## src/rtl/cmn_reg_slice_backward_n_pkg.sv

```systemverilog
`default_nettype none
// ============================================================================
// Module      : cmn_reg_slice_pkg
// Description : Shared helpers for the backward register slice (pointer wrap).
// Revision    : 1.0 - initial release
// ============================================================================
package cmn_reg_slice_pkg;

    // Widest pointer needed for the largest supported depth (16 entries)
    localparam int PTR_MAX_W = 4;

    // Advance a buffer pointer, wrapping depth-1 -> 0 for any depth (pow2 or not)
    function automatic logic [PTR_MAX_W-1:0] ptr_inc(input logic [PTR_MAX_W-1:0] ptr,
                                                     input int                   depth);
        if (ptr == PTR_MAX_W'(depth - 1))
            return '0;
        else
            return ptr + 4'd1;
    endfunction

endpackage
`default_nettype wire

```

## src/rtl/cmn_reg_slice_backward_n_if.sv

```systemverilog
`default_nettype none
// ============================================================================
// Module      : cmn_reg_slice_backward_n_if
// Description : Upstream/downstream valid-ready-payload bundle plus occupancy.
// Revision    : 1.0 - initial release
// ============================================================================
interface cmn_reg_slice_backward_n_if #(
    parameter type PLD_TYPE = logic,
    parameter int  DEPTH    = 2
);
    localparam int LVL_W = $clog2(DEPTH + 1);

    logic             s_vld;
    logic             s_rdy;
    PLD_TYPE          s_pld;
    logic             m_vld;
    logic             m_rdy;
    PLD_TYPE          m_pld;
    logic [LVL_W-1:0] level;

    // master: the surrounding pipeline; slave: the register slice itself
    modport master (
        output s_vld, s_pld, m_rdy,
        input  s_rdy, m_vld, m_pld, level
    );

    modport slave (
        input  s_vld, s_pld, m_rdy,
        output s_rdy, m_vld, m_pld, level
    );

endinterface
`default_nettype wire

```

## src/rtl/cmn_reg_slice_backward_n_store.sv

```systemverilog
`default_nettype none
// ============================================================================
// Module      : cmn_reg_slice_store
// Description : DEPTH-entry payload flop array, one write port, async read.
// Revision    : 1.0 - initial release
// ============================================================================
module cmn_reg_slice_store #(
    parameter type PLD_TYPE = logic,
    parameter int  DEPTH    = 2,
    parameter int  PTR_W    = $clog2(DEPTH)
) (
    input  logic             clk,
    input  logic             wr_en,
    input  logic [PTR_W-1:0] wr_ptr,
    input  PLD_TYPE          wr_data,
    input  logic [PTR_W-1:0] rd_ptr,
    output PLD_TYPE          rd_data
);

    PLD_TYPE r_mem [DEPTH];

    // Data storage carries no reset; control guarantees stale entries are never presented
    always_ff @(posedge clk) begin
        if (wr_en)
            r_mem[wr_ptr] <= wr_data;
    end

    assign rd_data = r_mem[rd_ptr];

endmodule
`default_nettype wire

```

## src/rtl/cmn_reg_slice_backward_n.sv

```systemverilog
`default_nettype none
// ============================================================================
// Module      : cmn_reg_slice_backward_n
// Description : Backward register slice with DEPTH-entry buffer, registered
//               s_rdy, optional empty-bypass, synchronous flush and level.
// Revision    : 1.0 - initial release
// ============================================================================
module cmn_reg_slice_backward_n
    import cmn_reg_slice_pkg::*;
#(
    parameter type PLD_TYPE = logic,
    parameter int  DEPTH    = 2,
    parameter int  BYPASS   = 1
) (
    input  logic                      clk,
    input  logic                      rst_n,
    input  logic                      flush,
    cmn_reg_slice_backward_n_if.slave bus
);

    localparam int PTR_W = $clog2(DEPTH);
    localparam int CNT_W = $clog2(DEPTH + 1);

    logic [CNT_W-1:0] r_count;
    logic [PTR_W-1:0] r_wr_ptr;
    logic [PTR_W-1:0] r_rd_ptr;
    logic             r_s_rdy;

    logic [CNT_W-1:0] w_count_nxt;
    logic [PTR_W-1:0] w_wr_ptr_inc;
    logic [PTR_W-1:0] w_rd_ptr_inc;
    logic             w_byp_en;
    logic             w_empty;
    logic             w_s_fire;
    logic             w_m_vld;
    logic             w_m_fire;
    logic             w_byp;
    logic             w_push;
    logic             w_pop;
    PLD_TYPE          w_rd_data;

    if (BYPASS != 0) begin : g_bypass
        assign w_byp_en = 1'b1;
    end else begin : g_buffered
        assign w_byp_en = 1'b0;
    end

    assign w_empty  = (r_count == '0);
    assign w_s_fire = bus.s_vld & r_s_rdy;
    // A flush cycle hides everything downstream; a beat accepted then is dropped
    assign w_m_vld  = ~flush & (~w_empty | (w_byp_en & w_s_fire));
    assign w_m_fire = w_m_vld & bus.m_rdy;
    assign w_byp    = w_byp_en & w_empty & w_s_fire & bus.m_rdy;
    assign w_push   = w_s_fire & ~w_byp;
    assign w_pop    = w_m_fire & ~w_empty;

    assign w_count_nxt  = r_count + CNT_W'(w_push) - CNT_W'(w_pop);
    assign w_wr_ptr_inc = PTR_W'(ptr_inc(PTR_MAX_W'(r_wr_ptr), DEPTH));
    assign w_rd_ptr_inc = PTR_W'(ptr_inc(PTR_MAX_W'(r_rd_ptr), DEPTH));

    always_ff @(posedge clk) begin
        if (!rst_n) begin
            r_count  <= '0;
            r_wr_ptr <= '0;
            r_rd_ptr <= '0;
            r_s_rdy  <= 1'b0;
        end else if (flush) begin
            r_count  <= '0;
            r_wr_ptr <= '0;
            r_rd_ptr <= '0;
            r_s_rdy  <= 1'b1;
        end else begin
            r_count <= w_count_nxt;
            if (w_push)
                r_wr_ptr <= w_wr_ptr_inc;
            if (w_pop)
                r_rd_ptr <= w_rd_ptr_inc;
            // Ready only when a free entry is guaranteed for next cycle's single push
            r_s_rdy <= (w_count_nxt < CNT_W'(DEPTH));
        end
    end

    cmn_reg_slice_store #(
        .PLD_TYPE (PLD_TYPE),
        .DEPTH    (DEPTH),
        .PTR_W    (PTR_W)
    ) u_store (
        .clk     (clk),
        .wr_en   (w_push & ~flush),
        .wr_ptr  (r_wr_ptr),
        .wr_data (bus.s_pld),
        .rd_ptr  (r_rd_ptr),
        .rd_data (w_rd_data)
    );

    assign bus.s_rdy = r_s_rdy;
    assign bus.m_vld = w_m_vld;
    assign bus.m_pld = w_empty ? bus.s_pld : w_rd_data;
    assign bus.level = r_count;

endmodule
`default_nettype wire

```

## src/flat_wrapper.sv

```systemverilog
// flat-port wrapper written by rule: the top's interface ports become plain ports
module cmn_reg_slice_backward_n_flat import cmn_reg_slice_pkg::*;
#(
    parameter type PLD_TYPE = logic,
    parameter int  DEPTH    = 2,
    parameter int  BYPASS   = 1
)
  (clk, rst_n, flush, bus_s_vld, bus_s_pld, bus_m_rdy, bus_s_rdy, bus_m_vld, bus_m_pld, bus_level);
  cmn_reg_slice_backward_n_if #(.PLD_TYPE(PLD_TYPE), .DEPTH(DEPTH)) bus_i ();
  input  logic clk;
  input  logic rst_n;
  input  logic flush;
  input wire logic [$bits(bus_i.s_vld)-1:0] bus_s_vld;
  input wire logic [$bits(bus_i.s_pld)-1:0] bus_s_pld;
  input wire logic [$bits(bus_i.m_rdy)-1:0] bus_m_rdy;
  output wire logic [$bits(bus_i.s_rdy)-1:0] bus_s_rdy;
  output wire logic [$bits(bus_i.m_vld)-1:0] bus_m_vld;
  output wire logic [$bits(bus_i.m_pld)-1:0] bus_m_pld;
  output wire logic [$bits(bus_i.level)-1:0] bus_level;
  assign bus_i.s_vld = bus_s_vld;
  assign bus_i.s_pld = bus_s_pld;
  assign bus_i.m_rdy = bus_m_rdy;
  assign bus_s_rdy = bus_i.s_rdy;
  assign bus_m_vld = bus_i.m_vld;
  assign bus_m_pld = bus_i.m_pld;
  assign bus_level = bus_i.level;
  cmn_reg_slice_backward_n #(.PLD_TYPE(PLD_TYPE), .DEPTH(DEPTH), .BYPASS(BYPASS)) u_core (.clk(clk), .rst_n(rst_n), .flush(flush), .bus(bus_i));
endmodule
```

## config.mk

```make
export PLATFORM = sky130hd
export DESIGN_NAME = cmn_reg_slice_backward_n_flat
export DESIGN_NICKNAME = d
export VERILOG_FILES = /design/src/rtl/cmn_reg_slice_backward_n_pkg.sv /design/src/rtl/cmn_reg_slice_backward_n_if.sv /design/src/rtl/cmn_reg_slice_backward_n_store.sv /design/src/rtl/cmn_reg_slice_backward_n.sv /design/src/flat_wrapper.sv
export SDC_FILE = /design/constraint.sdc
export NUM_CORES = 1
export LEC_CHECK = 0
export ABC_AREA = 0
export CAP_MARGIN = 20
export CORE_AREA = 2 2 39 41
export DETAILED_ROUTE_END_ITERATION = 10
export DIE_AREA = 0 0 41 43
export MAX_ROUTING_LAYER = met4
export PLACE_DENSITY_LB_ADDON = 0.3
export RECOVER_POWER = 100
export SKIP_LAST_GASP = 1
export SLEW_MARGIN = 20
export SYNTH_ARGS = -nofsm -noshare
export SYNTH_HDL_FRONTEND = slang
export SYNTH_SLANG_ARGS = --single-unit
```

## constraint.sdc

```tcl
create_clock -name clk -period 1.78 [get_ports clk]
set_input_delay 0.178 -clock clk [delete_from_list [all_inputs] [get_ports clk]]
set_output_delay 0.178 -clock clk [all_outputs]
set_load 0.05 [all_outputs]
```

; Yosys cells after proc, flatten, opt, wreduce, memory -nomap -nowiden
; Memories as Yosys holds them, arrays and structs flattened. A register that Yosys moved wholly into a read port is not among the register bits.
; Cells that the tools add are included.
[word_totals]
register_bits = 5
latchBits = 0
ram_bits = 2
rom_bits = 0
inputBits = 6
out_inout_bits = 5
word_cells = 33
memories = 1
[classes]
add_sub_neg = 4
mul = 0
n_div = 0
magnitude_cmp = 1
eq_ne = 0
shifts = 0
mux = 8
bitwise_logic = 13
reduce_logical = 2
[mem_list]
columns = name, words, width, rd, rd_ports_with_merged_regs, wr, line
row1 = u_core.u_store.r_mem, 2, 1, 1, 1, 1, cmn_reg_slice_backward_n_store.sv:20  ; PLD_TYPE r_mem [DEPTH];
[ops]
columns = cell, count
row1 = 1-bit bitwise AND, 8
row2 = 1-bit 2-to-1 mux, 8
row3 = 1-bit inverter, 4
row4 = 1-bit adder (second input constant), 2
row5 = 2-bit by 1-bit adder with 2-bit output, 1
row6 = 2-bit zero test, 1
row7 = 2-bit less-than comparator (second input constant), 1
row8 = 2-bit OR reduction, 1
row9 = 2-bit by 1-bit subtractor with 2-bit output, 1
row10 = 1-bit OR, 1

; Depth between registers and ports, before layout
[logic_depth]
word_depth = 9
depth_mapped = 7
ltp_nobuf = 7

; Cells and area by module
; Synthesis repeated with hierarchy kept, for this count alone.
[hier_totals]
hier_cells = 34
hier_area_um2 = 341.6
[modules_own_cells]
columns = mod, instances, cells_per_inst, area_per_inst_um2, seq_area_each_um2
row1 = cmn_reg_slice_backward_n, 1, 29, 254.0, 100.1
row2 = cmn_reg_slice_store, 1, 5, 87.6, 60.1

; Worst setup path before layout
; Ideal clock, no wire load.
[synth_timing]
path_type = flip-flop to output port
start = register u_core.r_count[0], in the netlist u_core.bus.level[0]
end = output port bus_m_pld
arrival_ps = 1903
t_required_ps = 1602
setup_slack_ps = -301
path_stages_with_launch = 3
path_buffers = 0
cell_sequence = dfxtp_1 -> nor2_4 -> o21ai_0
[synth_between]
elab_chain_cells = 2
[synth_rtl]
columns = item, line
row1 = from (decl), cmn_reg_slice_backward_n.sv:24  ; logic [CNT_W-1:0] r_count;
row2 = from (signal assigned), cmn_reg_slice_backward_n.sv:73  ; r_count <= w_count_nxt;
row3 = 2-bit zero test, cmn_reg_slice_backward_n.sv:48  ; assign w_empty = (r_count == '0);
row4 = 1-bit 2-to-1 mux, cmn_reg_slice_backward_n.sv:98  ; assign bus.m_pld = w_empty ? bus.s_pld : w_rd_data;
row5 = to (decl), flat_wrapper.sv:18  ; output wire logic [$bits(bus_i.m_pld)-1:0] bus_m_pld;
; Every way passes these cells.

; Worst setup path after layout
[layout_timing]
start = register u_core.r_count[1], in the netlist u_core.bus.level[1]
end = output port bus_level[1]
[layout_rtl]
columns = item, line
row1 = to (decl), flat_wrapper.sv:19  ; output wire logic [$bits(bus_i.level)-1:0] bus_level;
; No word-level cell between the ends.

==> results.sh <==
export IMPL_hold_viol_final=0
export IMPL_final_area_sq_um=540.5
export IMPL_clockPowerShare_pct=36.1
export IMPL_drive_above_1_share_pct=20.00
export IMPL_rsz0062_at_grt="no"
export IMPL_synth_commonest_cells="7 x nor2_1, 6 x dfxtp_1, 4 x inv_1"
export IMPL_ys_types=18
export IMPL_root_buffer="clkbuf_4"
export IMPL_slew_viol_final=0
export IMPL_crit_family="buffers and inverters"
export IMPL_dp_slack_ns=0.06415
export IMPL_finalSetupViolCount=0
export IMPL_diodes=0
export IMPL_end_kind="output pin"
export IMPL_die_w_um=41
export IMPL_numCtsBuffers=3
export IMPL_fin_ws_ns=0.1308
export IMPL_period_share_pct=92.65
export IMPL_worst_slew_pin_slew_ns=0.5982
export IMPL_synth_cells=38
export IMPL_finalPower_w=0.0004135
export IMPL_drt_initial_drc_count=6
export IMPL_grt_pass1_wl_um=1145
export IMPL_final_net_count=64
export IMPL_htree_levels=1
export IMPL_ir_worst_vdd_mv=0.3928
export IMPL_crit_chain="dlygate4sd3_1"
export IMPL_cts_resized=0
export IMPL_drc_errors=0
export IMPL_switching_share_pct=25.44
export IMPL_area_delta_synth_final_pct=44.48
export IMPL_hp_class="input port to flip-flop"
export IMPL_syn_area_sq_um=374.1
export IMPL_path_class="flip-flop to output pin"
export IMPL_synth_most_common_cell="nor2_1"
export IMPL_slowest_delay_ns=0.87
export IMPL_reg2reg_setup_slack_ns=0.23
export IMPL_yosysSeqAreaShare_pct=48.16
export IMPL_vias_per_cell=4.352
export IMPL_dieArea_sq_um=1763
export IMPL_start_util_pct=27.03
export IMPL_synth_top_area_share_pct=32.11
export IMPL_seqPwrFrac_pct=46.6
export IMPL_cp_slowest_cell="dlygate4sd3_1"
export IMPL_crit_path_max_fanout=4
export IMPL_antenna_found_initial=0
export IMPL_p_comb_share_pct=17.3
export IMPL_synth_seq_cells=8
export IMPL_ios=11
export IMPL_p_switching_w=0.0001052
export IMPL_internal_power_w=0.0003083
export IMPL_synth_ff_type="dfxtp_1"
export IMPL_async_flop_share_pct=0
export IMPL_totalWireLength_um=707
export IMPL_fp_row_count=14
export IMPL_vias=309
export IMPL_dpl_hpwl_um=570.4
export IMPL_cp_start_kind="flip-flop"
export IMPL_yosys_area_top_type="dfxtp_1"
export IMPL_portBuffers=10
export IMPL_synth_nets=46
export IMPL_core_area_sq_um=1384
export IMPL_critPathRequiredTime_ns=1.60
export IMPL_grt_pass1_vias=291
export IMPL_status="finished clean"
export IMPL_yosys_warnings=0
export IMPL_postPlaceCellArea_sq_um=539.3
export IMPL_cts_max_path_buffers=2
export IMPL_power_density_nw_per_um2=765.0
export IMPL_grt_use_total_pct=10.46
export IMPL_synth_area_leaders="dfxtp_1 32%, edfxtp_1 16%, nor2_1 7.0%, ha_1 6.7%, xor2_1 4.7%"
export IMPL_grt_overflow_total=0
export IMPL_crit_arrival_ns=1.47
export IMPL_clock_sinks=8
export IMPL_die_y_um=43
export IMPL_drv_cap=0
export IMPL_cts_tree="built"
export IMPL_synth_edf_count=2
export IMPL_clock_latency_ns=0.25
export IMPL_clock_skew_ns=0.003730
export IMPL_p_leak_nw=0.2323
export IMPL_first_pass_iters=3
export IMPL_max_freq_ghz=0.6064
export IMPL_ant_nets=0
export IMPL_wl_per_cell_um=9.958
export IMPL_relSlewSlack_pct=60.29
export IMPL_clk_pin_slew_ns=0.06
export IMPL_gp_congestion=0.7077
export IMPL_synth_avg_cell_area_sq_um=9.845
export IMPL_path_buf_inv=1
export IMPL_ctsHoldBuffers=0
export IMPL_grt_start_max_net_pins=6
export IMPL_period_needed_ns=1.649
export IMPL_cts_setup_buffers=0
export IMPL_timing_setup_tns_ns=0
-- final timing paths --
kind / endpoint / from / cells after the start
setup / recovery: bus_level[1] / u_core.bus.level[1]$_SDFF_PP0_ / 1
hold / removal: u_core.bus.s_rdy$_SDFF_PN0_ / rst_n / 2
setup reg to reg: u_core.bus.s_rdy$_SDFF_PN0_ / u_core.bus.level[0]$_SDFF_PP0_ / 7
hold reg to reg: u_core.r_rd_ptr$_SDFFE_PP0P_ / u_core.r_rd_ptr$_SDFFE_PP0P_ / 2
-- kinds of logic after synthesis --
logic type | count (synthesis) | share of synthesized area (%)
fa+ha+maj | 2 | 6.688
flops | 8 | 48.16
mux | 2 | 6.688
xor+xnor | 3 | 7.025
buf+inv | 5 | 5.015
compound gates | 5 | 10.03
simple gates | 13 | 16.39
-- cell usage in the layout, fill, tap and decap left out, drive strengths merged --
cell,instances
a21o,1
a21oi,1
buf,4
clkbuf,5
clkdlybuf4s50,5
dfxtp,6
dlygate4sd3,3
edfxtp,2
ha,2
inv,5
mux2,1
mux2i,1
nand2,2
nand2b,1
nor2,8
nor3,2
o21a,1
o21ai,2
xnor2,1
xor2,2
-- per-layer routing --
metal,global-route usage (%),up-vias,share of wire [%]
met3,6.283,2,4.0
met5,-,-,0
met4,6.000,0,1.1
met2,13.75,4,47
li1,-,158,-
met1,11.80,145,48
-- area by class of cell --
cell class	instances	area, sq um
Fill cell	149	843.3
Sequential cell	8	181.4
Multi-Input combinational cell	25	167.7
Timing Repair Buffer	13	126.4
Clock buffer	4	26.28
Tap cell	16	20.02
Inverter	5	18.77
-- power by group through the flow --
stage,Combinational [W],Sequential (W),Clock (W)
floorplan,0.0000305,0.000205,0
global placement,0.0000782,0.000197,0
detailed placement,0.0000788,0.000197,0
CTS,0.0000792,0.000193,0.000158
global route,0.0000766,0.000193,0.000167
finish,0.0000717,0.000193,0.000149
-- per-stage QoR --
step | util, % | hold WS, ns | cells
after floorplan | - | 0.2769 | 38
final | 39.06 | 0.5065 | 71
after global routing | 39.06 | 0.4943 | 71
after global placement | 38.97 | 0.5068 | 67
after detailed placement | 38.97 | 0.4997 | 67
after CTS | 40.87 | 0.4997 | 71
No activity file was read; power rests on OpenSTA's default activity.
